===== config.mk =====
export PLATFORM = sky130hd
export DESIGN_NAME = ddr3_mem_arbiter
export DESIGN_NICKNAME = d
export VERILOG_FILES = /design/src/rtl/ddr3_mem_arbiter.sv
export SDC_FILE = /design/constraint.sdc
export NUM_CORES = 1
export LEC_CHECK = 0
export ABC_AREA = 1
export BUFFER_PORTS_ARGS = -buffer_cell sky130_fd_sc_hd__buf_2
export CAP_MARGIN = 25
export CORE_AREA = 2 2 391 393
export DETAILED_ROUTE_END_ITERATION = 8
export DIE_AREA = 0 0 393 395
export GPL_TIMING_DRIVEN = 0
export SYNTH_ARGS = -nofsm -noshare
export SYNTH_HDL_FRONTEND = slang
export SYNTH_SLANG_ARGS = --single-unit

===== constraint.sdc =====
create_clock -name clock -period 5.86 [get_ports clock]
set_clock_uncertainty 0.05 [all_clocks]
set_input_delay 1.465 -clock clock [delete_from_list [all_inputs] [get_ports clock]]
set_output_delay 1.465 -clock clock [all_outputs]
set_load 0.005 [all_outputs]

===== src/rtl/ddr3_mem_arbiter.sv =====
// Two-port round-robin arbiter in front of the DDR3 native port. Each request
// is tagged with its port index in bit 15; responses are routed back by that bit.
module ddr3_mem_arbiter #(
    parameter int unsigned BURST_LEN       = 4,
    parameter int unsigned MAX_OUTSTANDING = 8
) (
    input  logic          clock,
    input  logic          reset,

    input  logic [15:0]   p0_wr_i,
    input  logic          p0_rd_i,
    input  logic [31:0]   p0_addr_i,
    input  logic [127:0]  p0_write_data_i,
    input  logic [14:0]   p0_req_id_i,
    output logic          p0_accept_o,
    output logic          p0_ack_o,
    output logic          p0_error_o,
    output logic [127:0]  p0_read_data_o,
    output logic [14:0]   p0_resp_id_o,

    input  logic [15:0]   p1_wr_i,
    input  logic          p1_rd_i,
    input  logic [31:0]   p1_addr_i,
    input  logic [127:0]  p1_write_data_i,
    input  logic [14:0]   p1_req_id_i,
    output logic          p1_accept_o,
    output logic          p1_ack_o,
    output logic          p1_error_o,
    output logic [127:0]  p1_read_data_o,
    output logic [14:0]   p1_resp_id_o,

    output logic [15:0]   mem_wr_o,
    output logic          mem_rd_o,
    output logic [31:0]   mem_addr_o,
    output logic [127:0]  mem_write_data_o,
    output logic [15:0]   mem_req_id_o,
    input  logic          mem_accept_i,
    input  logic          mem_ack_i,
    input  logic          mem_error_i,
    input  logic [127:0]  mem_read_data_i,
    input  logic [15:0]   mem_resp_id_i
);

    typedef enum logic [1:0] {
        OWN_NONE,
        OWN_P0,
        OWN_P1
    } owner_t;

    localparam logic [3:0] BURST_LAST = 4'(BURST_LEN - 1);
    localparam logic [3:0] OUT_CAP    = 4'(MAX_OUTSTANDING);

    owner_t     owner;
    logic       last_served;
    logic [3:0] bcnt;
    logic [3:0] out0;
    logic [3:0] out1;

    logic req0, req1;
    logic elig0, elig1;

    assign req0  = (|p0_wr_i) | p0_rd_i;
    assign req1  = (|p1_wr_i) | p1_rd_i;
    assign elig0 = req0 & (out0 < OUT_CAP);
    assign elig1 = req1 & (out1 < OUT_CAP);

    assign p0_accept_o = mem_accept_i & (owner == OWN_P0) & elig0;
    assign p1_accept_o = mem_accept_i & (owner == OWN_P1) & elig1;

    always_comb begin
        mem_wr_o         = '0;
        mem_rd_o         = 1'b0;
        mem_addr_o       = '0;
        mem_write_data_o = '0;
        mem_req_id_o     = '0;
        if (owner == OWN_P0 && elig0) begin
            mem_wr_o         = p0_wr_i;
            mem_rd_o         = p0_rd_i;
            mem_addr_o       = p0_addr_i;
            mem_write_data_o = p0_write_data_i;
            mem_req_id_o     = {1'b0, p0_req_id_i};
        end else if (owner == OWN_P1 && elig1) begin
            mem_wr_o         = p1_wr_i;
            mem_rd_o         = p1_rd_i;
            mem_addr_o       = p1_addr_i;
            mem_write_data_o = p1_write_data_i;
            mem_req_id_o     = {1'b1, p1_req_id_i};
        end
    end

    // Responses are steered purely by the tag bit; data and tag are broadcast.
    assign p0_ack_o       = mem_ack_i   & ~mem_resp_id_i[15];
    assign p1_ack_o       = mem_ack_i   &  mem_resp_id_i[15];
    assign p0_error_o     = mem_error_i & ~mem_resp_id_i[15];
    assign p1_error_o     = mem_error_i &  mem_resp_id_i[15];
    assign p0_read_data_o = mem_read_data_i;
    assign p1_read_data_o = mem_read_data_i;
    assign p0_resp_id_o   = mem_resp_id_i[14:0];
    assign p1_resp_id_o   = mem_resp_id_i[14:0];

    always_ff @(posedge clock) begin
        if (reset) begin
            owner       <= OWN_NONE;
            last_served <= 1'b1;
            bcnt        <= '0;
            out0        <= '0;
            out1        <= '0;
        end else begin
            case (owner)
                OWN_NONE: begin
                    bcnt <= '0;
                    if (elig0 && elig1)
                        owner <= last_served ? OWN_P0 : OWN_P1;
                    else if (elig0)
                        owner <= OWN_P0;
                    else if (elig1)
                        owner <= OWN_P1;
                end
                OWN_P0: begin
                    if (!elig0) begin
                        last_served <= 1'b0;
                        bcnt        <= '0;
                        owner       <= elig1 ? OWN_P1 : OWN_NONE;
                    end else if (p0_accept_o) begin
                        if (bcnt == BURST_LAST) begin
                            bcnt <= '0;
                            if (elig1) begin
                                owner       <= OWN_P1;
                                last_served <= 1'b0;
                            end
                        end else begin
                            bcnt <= bcnt + 4'd1;
                        end
                    end
                end
                OWN_P1: begin
                    if (!elig1) begin
                        last_served <= 1'b1;
                        bcnt        <= '0;
                        owner       <= elig0 ? OWN_P0 : OWN_NONE;
                    end else if (p1_accept_o) begin
                        if (bcnt == BURST_LAST) begin
                            bcnt <= '0;
                            if (elig0) begin
                                owner       <= OWN_P0;
                                last_served <= 1'b1;
                            end
                        end else begin
                            bcnt <= bcnt + 4'd1;
                        end
                    end
                end
                default: owner <= OWN_NONE;
            endcase

            // Accept and ack in the same cycle cancel; a stray ack saturates at 0.
            if (p0_accept_o && !p0_ack_o)
                out0 <= out0 + 4'd1;
            else if (!p0_accept_o && p0_ack_o && out0 != '0)
                out0 <= out0 - 4'd1;

            if (p1_accept_o && !p1_ack_o)
                out1 <= out1 + 4'd1;
            else if (!p1_accept_o && p1_ack_o && out1 != '0)
                out1 <= out1 - 4'd1;
        end
    end

endmodule


# Yosys cells after proc, flatten, opt, wreduce, memory -nomap -nowiden
# Index checks and enable logic that the tools add are counted.
dict set report totals {
  in_bits 533
  out_inout_bits 485
  word_cells 102
  reg_bits 15
}
dict set report op_classes {
  mux 43
  eq_ne 9
  add_sub_neg 5
  bitwise_logic 13
  n_lt_le_gt_ge 2
  reduce_logical 25
}
# op count
set op_table {}
lappend op_table {{2-to-1 mux 128 bit} 2}
lappend op_table {{2-to-1 mux 16 bit} 4}
lappend op_table {{2-to-1 mux 32 bit} 2}
lappend op_table {{2-to-1 mux 4 bit} 9}
lappend op_table {{OR reduction 16 bit} 2}
lappend op_table {{2-to-1 mux 2 bit} 12}
lappend op_table {{adder 4 x 1 -> 4 bit (second input constant)} 3}
lappend op_table {{!= test 3 bit (second input constant)} 4}
lappend op_table {{one-hot mux 4 bit (3 select lines)} 1}
lappend op_table {{2-to-1 mux 1 bit} 11}
lappend op_table {{AND 1 bit} 10}
lappend op_table {{logical AND 1 bit} 9}
lappend op_table {{< comparator 4 bit (second input constant)} 2}
lappend op_table {{nonzero test 4 bit} 2}
lappend op_table {{subtractor 4 x 1 -> 4 bit (second input constant)} 2}
lappend op_table {{AND reduction 7 bit} 1}
lappend op_table {{!= test 3 x 2 -> 1 bit (second input constant)} 2}
lappend op_table {{one-hot mux 2 bit (3 select lines)} 1}
lappend op_table {{nonzero test 2 bit} 3}
lappend op_table {{AND reduction 5 bit} 1}
lappend op_table {{equality test 4 x 2 -> 1 bit (second input constant)} 1}
lappend op_table {{zero test 1 bit} 4}
lappend op_table {{AND reduction 3 bit} 1}
lappend op_table {{nonzero test 3 bit} 1}
lappend op_table {{6 further kinds} 7}

# Logic depth before layout (Yosys ltp)
# Gate-level depths: netlist (run 1).
dict set report logic_depth {
  depth_word 9
  ltp_mapped 14
}

# Least setup slack after synthesis (run 1)
# OpenSTA, ideal clock, no wires.
dict set report synth_timing {
  path_type {input port to output port}
  start {input port p0_wr_i[10]}
  end {output port mem_addr_o[22]}
  arrival_time_ps 2533
  path_buffers 2
  slack_ps 1812
  t_required_ps 4345
  cell_stages 10
  path_cell_list {nor2_1 nand2_1 nor2_1 nand3_2 nand3_2 inv_2 nor2_8 buf_6 buf_6 a22o_1}
}
dict set report synth_between {
  elab_chain_cells 5
}
# element line_no
set synth_rtl {}
lappend synth_rtl {{start, declared} 10} ;# input logic [15:0] p0_wr_i,
lappend synth_rtl {{OR reduction 16 bit} 62} ;# assign req0 = (|p0_wr_i) | p0_rd_i;
lappend synth_rtl {{OR 1 bit} 62}
lappend synth_rtl {{AND 1 bit} 64} ;# assign elig0 = req0 & (out0 < OUT_CAP);
lappend synth_rtl {{logical AND 1 bit} 76} ;# if (owner == OWN_P0 && elig0) begin
lappend synth_rtl {{2-to-1 mux 32 bit} 76}
lappend synth_rtl {{end, declared} 34} ;# output logic [31:0] mem_addr_o,
# Every way passes these cells.

# Final worst setup path (run 1)
dict set report layout_timing {
  start {input port p0_wr_i[10]}
  end {output port mem_write_data_o[54]}
}
dict set report layout_between {
  elab_chain_cells 5
}
# element line_no
set layout_rtl {}
lappend layout_rtl {{OR reduction 16 bit} 62}
lappend layout_rtl {{OR 1 bit} 62}
lappend layout_rtl {{AND 1 bit} 64}
lappend layout_rtl {{logical AND 1 bit} 76}
lappend layout_rtl {{2-to-1 mux 128 bit} 76}
lappend layout_rtl {{end, declared} 35} ;# output logic [127:0] mem_write_data_o,
# Every way passes these cells.

==> qor.csv, run 1 <==
stage,metric,value,unit
outcome,outcome,"finished, final reports clean",
setup_path,worst-path-max-fanout,10,
pwr,ir_drop,108.9,uV
cts,cts_buffer_depth,2,
floorplan,die_h,395,um
synth,yosysWarnings,0,
routing,drtIter0Drc,562,
cts,ctsHtreeMaxLevel,1,
floorplan,ios,1018,
routing,vias,9493,
synth,seq_area_frac_synth,5.455,%
placement,io_buffers,874,
worst_hold_path,min_to,last_served,
cts,clock-root-buffer,clkbuf_16,
synth,yosysUniqueCellTypes,26,
global_routing,grt_pass1_vias,8561,
cts,clk_latency,0.25,ns
floorplan,core,151200,um^2
global_routing,grt_max_degree,11,
synth,synth_area,5505,um^2
setup_path,critPathKind,in -> out,
finish,drive_gt1_share,76.15,%
synth,async_flop_share,0,%
sta,fin_setup_tns,0,ns
routing,routed_wl,87010,um
cts,cts_buffers,3,
setup_path,r2r_setup_slack,3.37,ns
finish,syn_to_final_growth,129.4,%
routing,drcViolationCount,0,
global_routing,grt_overflow,0,
pwr,p_sw,1.547,mW
floorplan,fp.dieW,393,um
routing,avgViaCountPerCell,2.585,
global_routing,track_usage,10.46,%
routing,post_drt_wl_per_cell,23.70,um
cts,cts_setup_buffers,0,
setup_path,worst_setup_path_start_kind,input pin,
setup_path,critPathCaptureType,output pin,
sta,finalCritPeriodShare,93.42,%
setup_path,rr_endpoint,out1[3],
sta,worstMarginPinSlew,0.4378,ns
pwr,seq_power_share,6.1,%
cts,path_clk_slew,0.05,ns
pwr,p_leak,6.619,nW
placement,hpwl,82660,um
pwr,clkPwrFrac,4.6,%
finish,final_cell_mix,"buf_2 (874), buf_4 (287), a22o_1 (190), nor2_1 (43), nand2_1 (43)",
pwr,p_int,1.373,mW
finish,mostFrequentLayoutCell,buf_2,
sta,slew_violations,0,
pwr,p_comb_share,89.3,%
synth,avgSynthCellArea,7.700,um^2
finish,layout.nets,2138,
synth,synthCells,715,
floorplan,dieArea,155200,um^2
floorplan,rows,143,
run,drv_cap,0,
sta,min_period,5.474,ns
synth,synth_top_flop_cell,dfxtp_1,
synth,syn-num-nets,1259,
setup_path,crit_path_start,p0_wr_i[10],
global_routing,antenna_found_initial,110,
sta,setup_viol,0,
setup_path,r2r-start,owner[0],
pwr,p_sw_share,52.99,%
setup_path,required,4.35,ns
sta,max_slew_margin,70.81,%
worst_hold_path,min_path_cells,2,
cts,cts_num_sinks,15,
setup_path,crit_arrival,3.96,ns
synth,synth-seq-cells,15,
sta,max_freq,182.7,MHz
global_routing,grt_pass1_wl,101900,um
sta,rsz0062_at_grt,false,
pwr,power,2.920,mW
sta,hold_viol,0,
worst_hold_path,hold_start,last_served,
cts,cts_tree,built,
synth,synth_edf_count,0,
placement,gp_congestion,1.061,
floorplan,initial_core_util,3.641,%
worst_hold_path,hold_class,reg -> reg,
routing,antenna_left,0,
routing,first_pass_iters,5,
pwr,powerDensity,231.2,nW/um^2
setup_path,rr_worst_depth,12,
==> per-stage QoR <==
stage               cell area (um^2)  std cells  hold slack, ns  utilization (%)  setup slack (ns)
finish                         12630       3672          0.4017            8.354            0.3857
global route                   12520       3629          0.4606            8.283            0.1778
CTS                            12510       3623          0.4068            8.272           0.05839
detailed placement             12420       3619          0.3954            8.215          -0.03685
global placement               12420       3619          0.3967            8.215          -0.02128
floorplan                       5505        715          0.3784                -             1.812
==> layer usage <==
metal / vias up / global-route usage [%] / part of all wire [%]
met5: - / 0 / 0.11
met2: 898 / 17.20 / 45
li1: 4058 / - / -
met3: 190 / 4.043 / 11
met1: 4335 / 12.67 / 40
met4: 12 / 2.559 / 3.5
==> flip-flops by register name, summed over array words and instances (netlist names) <==
register,count
bcnt,4
out0,4
out1,4
owner,2
last_served,1
==> worst max path at each step <==
| stage | endpoint | slack (ns) |
|---|---|---|
| floorplan | mem_addr_o[22] | 1.81 |
| finish | mem_write_data_o[54] | 0.39 |
| global placement | mem_write_data_o[8] | -0.02 |
| global route | mem_write_data_o[55] | 0.18 |
| detailed placement | mem_write_data_o[54] | -0.04 |
| CTS | mem_write_data_o[54] | 0.06 |
==> what timing repair did <==
action / 4_1_cts / 5_1_grt
resized for setup: 1 / 1
endpoints found under the setup margin: 5 / 9
hold endpoints to repair: 0 / 0
hold buffers: 0 / 0
==> final cells by class <==
cell class | instances | area (um^2)
clock buffers | 4 | 78.83
repair buffers | 874 | 4374
fillers | 17792 | 138600
flip-flops and latches | 15 | 300.3
well taps | 2030 | 2540
multi-input cells | 343 | 2497
plain buffers | 329 | 2613
diodes | 49 | 122.6
inverters | 28 | 105.1
==> power by group through the flow <==
stage                     Clock (mW)  Sequential [mW]  Combinational, mW
after floorplan                    0            0.168               1.25
after global placement             0            0.174               2.64
after detailed placement           0            0.178               2.67
after CTS                      0.138            0.176               2.67
after global routing           0.143            0.183               2.83
final                          0.134            0.177               2.61
==> synthesized netlist by cell type, types with 2 or more instances <==
| library cell | instances | area, um^2 |
|---|---|---|
| a211oi_1 | 2 | 15.01 |
| ha_1 | 9 | 112.6 |
| inv_1 | 27 | 101.4 |
| a21oi_1 | 9 | 45.04 |
| nand3_2 | 3 | 30.03 |
| dfxtp_1 | 15 | 300.3 |
| buf_6 | 40 | 450.4 |
| xor2_1 | 4 | 35.03 |
| buf_4 | 287 | 2155 |
| a22o_1 | 190 | 1664 |
| nor2_1 | 44 | 165.2 |
| nand2_1 | 43 | 161.4 |
| fa_1 | 2 | 40.04 |
| nand3_1 | 13 | 65.06 |
| o21ai_0 | 11 | 55.05 |
| o22ai_1 | 2 | 12.51 |
| nor3_1 | 5 | 25.02 |
==> critical path, stage by stage <==
cell and delay (ns):
buf_2 0.11, nor2_1 0.09, nand2_1 0.07, nor2_2 0.34
nand3_4 0.27, nand3_2 0.27, inv_2 0.17, nor2_8 0.15
buf_6 0.25, buf_6 0.26, a22o_1 0.26, buf_2 0.18
==> kinds of logic after synthesis <==
kind of cell | Yosys count | share of synthesized area [%]
DFF | 15 | 5.455
AOI/OAI and AO/OA | 215 | 32.84
and+or+nand+nor | 113 | 8.932
buffers and inverters | 357 | 49.36
adders and majority gates | 11 | 2.773
xor gates and xnor gates | 4 | 0.6363
No activity file was read; power rests on OpenSTA's default activity.
==> run 2: changes to the inputs <==
- ABC_AREA: 1 -> not set
- CORE_AREA: 2 2 391 393 -> 2 2 398 400
- DIE_AREA: 0 0 393 395 -> 0 0 400 402
==> qor.csv, run 2 <==
stage,metric,value,unit
cts,cts_num_sinks,15,
setup_path,path_delay_family,buffers and inverters,
placement,hpwl,100800,um
setup_path,max_stage_delay,0.60,ns
finish,mostFrequentLayoutCell,buf_2,
cts,cts_setup_buffers,0,
synth,ys_top_cells_by_area,"buf_4 (41%), a22o_1 (32%), dfxtp_1 (5.8%), ha_1 (2.2%), buf_2 (1.8%)",
floorplan,die_h,402,um
setup_path,critPathKind,in -> out,
routing,vias,9689,
setup_path,worst-path-max-fanout,10,
finish,drive_gt1_share,77.96,%
setup_path,required,4.35,ns
sta,fin_setup_tns,0,ns
routing,drt-met1-wl,39190,um
placement,io_buffers,874,
synth,seq_area_frac_synth,5.782,%
setup_path,critPathCaptureType,output pin,
global_routing,grt_pass1_vias,8629,
routing,met3_length,13140,um
cts,cts_buffers,3,
finish,syn_to_final_growth,139.8,%
synth,async_flop_share,0,%
synth,yosysWarnings,0,
sta,finalCritPeriodShare,98.13,%
global_routing,grt_max_degree,11,
sta,hold_viol,0,
setup_path,crit_chain,buf_2 > nor3_1 > buf_4 > and2_1 > a21boi_2 > clkbuf_4 > clkbuf_1 > a22o_1 > buf_2,
sta,min_period,5.751,ns
floorplan,initial_core_util,3.306,%
routing,first_pass_iters,5,
floorplan,core,157100,um^2
synth,avgSynthCellArea,7.775,um^2
cts,clk_latency,0.25,ns
routing,wl_met2,49630,um
cts,cts_hold_buf,0,
sta,worstMarginPinSlew,0.7210,ns
routing,drcViolationCount,0,
sta,setup_ws,0.1095,ns
global_routing,grt_overflow,0,
cts,ctsHtreeMaxLevel,1,
sta,rsz0062_at_grt,false,
synth,synth-seq-cells,15,
synth,yosysUniqueCellTypes,44,
cts,cts_tree,built,
cts,clock-root-buffer,clkbuf_16,
sta,slew_violations,0,
worst_hold_path,hold_class,reg -> reg,
routing,avgViaCountPerCell,2.648,
routing,routed_wl,106000,um
placement,place_ws,-0.6734,ns
cts,cts_buffer_depth,2,
floorplan,rows,146,
sta,max_slew_margin,51.93,%
routing,drtIter0Drc,767,
global_routing,grt_pass1_wl,120700,um
finish,reg_top3,"bcnt x4, out0 x4, out1 x4",
pwr,powerDensity,248.3,nW/um^2
synth,synth_top_flop_cell,dfxtp_1,
sta,max_freq,173.9,MHz
floorplan,ios,1018,
synth,synth_edf_count,0,
setup_path,crit_arrival,4.24,ns
routing,antenna_left,0,
floorplan,fp.dieW,400,um
pwr,p_leak,6.515,nW
finish,final_cell_mix,"buf_2 (889), buf_4 (290), a22o_1 (191), nor2_1 (18), dfxtp_1 (15)",
floorplan,dieArea,160800,um^2
setup_path,crit_buf_inv,5,
setup_path,cpMostUsedCell,buf_2,
global_routing,antenna_found_initial,157,
synth,syn-num-nets,1212,
global_routing,track_usage,12.37,%
setup_path,worst_setup_path_start_kind,input pin,
synth,yosysTopAreaCellShare,41.34,%
synth,yosysMostFrequentCell,buf_4,
synth,synthCells,668,
synth,synth_top_area_cell,buf_4,
cts,path_clk_slew,0.05,ns
synth,synth_area,5194,um^2
sta,setup_viol,0,
setup_path,cpMaxStageDelayCell,clkbuf_1,
run,drv_cap,0,
routing,post_drt_wl_per_cell,28.98,um
synth,ys_top_cells_by_count,"buf_4 (286), a22o_1 (191), clkbuf_1 (24)",
outcome,outcome,"finished, final reports clean",
placement,gp_congestion,1.075,
finish,layout.nets,2097,
pwr,ir_drop,106.4,uV
routing,topRoutingLayerUsed,met5,
## run 2: stage by stage
step	power (mW)	hold WS, ns	instances	instance area, um^2	utilization [%]
final	3.092	0.4483	3659	12450	7.927
after floorplan	1.283	0.4082	668	5194	-
after global routing	3.331	0.4784	3632	12390	7.884
after CTS	3.147	0.4502	3624	12360	7.865
after global placement	2.923	0.4165	3614	12160	7.741
after detailed placement	2.981	0.4405	3620	12250	7.796
## run 2: cells by family after synthesis
logic type	count (synthesis)	share of synthesized area [%]
buf+inv	341	45.77
fa+ha+maj	11	2.939
simple gates	61	6.047
xor+xnor	5	0.8431
flops	15	5.782
compound gates	228	37.27
mux	7	1.349
## run 2: power by group
group | internal, mW | switching [mW] | total, mW
clock | 0.0913 | 0.0456 | 0.137
sequential | 0.137 | 0.0402 | 0.177
combinational | 1.10 | 1.68 | 2.78
total | 1.33 | 1.77 | 3.09
## run 2: cell type report
class | count | area, um^2
antenna | 35 | 87.58
buffer | 329 | 2364
clock buffer | 3 | 75.07
clock inverter | 1 | 5.005
fill | 18625 | 144600
inverter | 12 | 45.04
multi-input combinational | 312 | 2530
sequential | 15 | 300.3
tap | 2072 | 2592
timing repair buffer | 880 | 4454
## run 2: worst reg2reg max path: cells and delay by family, from the launching register on
| family | cells | cell delay, ns |
|---|---|---|
| flops | 1 | 0.34 |
| buf+inv | 2 | 0.19 |
| fa+ha+maj | 2 | 0.53 |
| compound gates | 4 | 0.68 |
| simple gates | 3 | 0.70 |
## run 2: path summary, 6_finish.rpt
kind | from | endpoint | slack, ns | cells after the start
worst max-delay path | p0_wr_i[15] | mem_addr_o[25] | 0.11 | 9
worst min-delay path | bcnt[3] | bcnt[3] | 0.45 | 2
worst max register to register | owner[1] | out0[3] | 3.30 | 11
worst min register to register | bcnt[3] | bcnt[3] | 0.45 | 2
## run 2: timing repair
item	CTS	global route
pin swaps	0	0
endpoints found under the hold margin	0	0
resized for setup	13	8
cloned	0	0
endpoints found under the setup margin	170	12
## run 2: layer usage
layer  track usage, %  vias to the layer above
li1                 -                     3977
met1            13.80                     4413
met2            21.37                     1002
met3            5.863                      287
met4            2.221                       10
met5          0.09080                        -
==> run 3: changes to the inputs <==
- CELL_PAD_IN_SITES_DETAIL_PLACEMENT: not set -> 1
- CELL_PAD_IN_SITES_GLOBAL_PLACEMENT: not set -> 1
- CORE_AREA: 2 2 398 400 -> 2 2 393 395
- DIE_AREA: 0 0 400 402 -> 0 0 395 397
- PLACE_DENSITY_LB_ADDON: not set -> 0.1
==> qor.csv, run 3 (synthesis gave the netlist of run 2 again) <==
stage,metric,value,unit
outcome,outcome,"finished, final reports clean",
routing,drtIter0Drc,342,
placement,io_buffers,874,
cts,ctsHtreeMaxLevel,1,
finish,syn_to_final_growth,136.4,%
routing,vias,8609,
pwr,power,2.698,mW
placement,place_ws,-0.4593,ns
floorplan,dieArea,156800,um^2
global_routing,antenna_found_initial,70,
global_routing,track_usage,8.557,%
setup_path,critPathCaptureType,output pin,
sta,max_slew_margin,54.27,%
setup_path,max_stage_delay,0.40,ns
setup_path,crit_chain,buf_2 > nor3_2 > buf_4 > and2_1 > a21boi_2 > nor2_1 > buf_4 > buf_2 > a22o_1 > buf_2,
global_routing,grt_pass1_wl,90270,um
finish,mostFrequentLayoutCell,buf_2,
sta,holdWs,0.4578,ns
floorplan,ios,1018,
finish,post-route-util,8.027,%
placement,post_dp_cell_area,12150,um^2
placement,placed_cells,3588,
setup_path,cpMaxStageDelayCell,a22o_1,
placement,hpwl,68540,um
routing,routed_wl,72310,um
floorplan,die_h,397,um
pwr,ir_drop,72.16,uV
pwr,p_leak,6.475,nW
routing,post_drt_wl_per_cell,20.07,um
routing,drcViolationCount,0,
sta,hold_viol,0,
cts,cts_hold_buf,0,
finish,final_cell_area,12280,um^2
sta,min_period,5.647,ns
finish,reg_top3,"bcnt x4, out0 x4, out1 x4",
worst_hold_path,hold_class,reg -> reg,
global_routing,grt_pass1_vias,8981,
routing,avgViaCountPerCell,2.389,
sta,max_freq,177.1,MHz
setup_path,worst-path-max-fanout,10,
finish,drive_gt1_share,77.65,%
cts,cts_setup_buffers,0,
global_routing,grt_max_degree,11,
pwr,powerDensity,219.7,nW/um^2
cts,path_clk_slew,0.05,ns
setup_path,crit_arrival,4.13,ns
sta,fin_setup_tns,0,ns
global_routing,grt_overflow,0,
routing,first_pass_iters,4,
floorplan,rows,144,
cts,cts_buffer_depth,2,
routing,antenna_left,0,
finish,final_cell_mix,"buf_2 (889), buf_4 (291), a22o_1 (191), nor2_1 (19), clkbuf_1 (17)",
setup_path,critPathKind,in -> out,
cts,cts_num_sinks,15,
setup_path,required,4.35,ns
floorplan,fp.dieW,395,um
sta,worstMarginPinSlew,0.6859,ns
cts,clk_latency,0.26,ns
sta,finalCritPeriodShare,96.37,%
floorplan,initial_core_util,3.395,%
run,drv_cap,0,
setup_path,worst_setup_path_start_kind,input pin,
setup_path,cpMostUsedCell,buf_2,
placement,gp_congestion,0.8243,
sta,setup_viol,0,
floorplan,core,153000,um^2
cts,clock-root-buffer,clkbuf_16,
sta,slew_violations,0,
cts,cts_buffers,3,
cts,cts_tree,built,
sta,setup_ws,0.2129,ns
finish,layout.nets,2093,
finish,final_cells,3603,
run 3: path summary, 6_finish.rpt:
kind	startpoint	end	slack, ns	depth (start not counted)
max reg2reg	owner[0]	out0[3]	3.15	10
max	p0_wr_i[15]	mem_write_data_o[101]	0.21	10
min reg2reg	bcnt[3]	bcnt[3]	0.46	2
min	bcnt[3]	bcnt[3]	0.46	2
run 3: cell type report:
class                           instances  area, um^2
Antenna cell                           11       27.53
Buffer                                329        2352
Clock buffer                            4       78.83
Fill cell                           18575      140700
Inverter                               12       45.04
Multi-Input combinational cell        312        2521
Sequential cell                        15       300.3
Tap cell                             2044        2557
Timing Repair Buffer                  876        4397
run 3: metal layers:
layer	vias up	share of wire, %	global-route usage, %
met5	-	0.19	0
met4	20	1.4	0.8043
met3	111	9.0	2.871
met2	613	50	15.35
met1	3940	40	10.13
li1	3925	-	-
run 3: critical path: cells and delay by family:
kind | cells | cell delay [ns]
AND/OR/NAND/NOR | 3 | 0.82
buffers and inverters | 5 | 1.26
AO/OA/AOI/OAI | 2 | 0.54
run 3: report_power, final:
part / switching, mW / internal, mW
Sequential: 0.0436 / 0.137
Combinational: 1.30 / 1.07
Clock: 0.0531 / 0.0928
Total: 1.40 / 1.30
run 3: repair_timing:
action,in CTS,in global routing
pin swaps,0,0
endpoints found under the setup margin,135,4
gates resized for setup,10,6
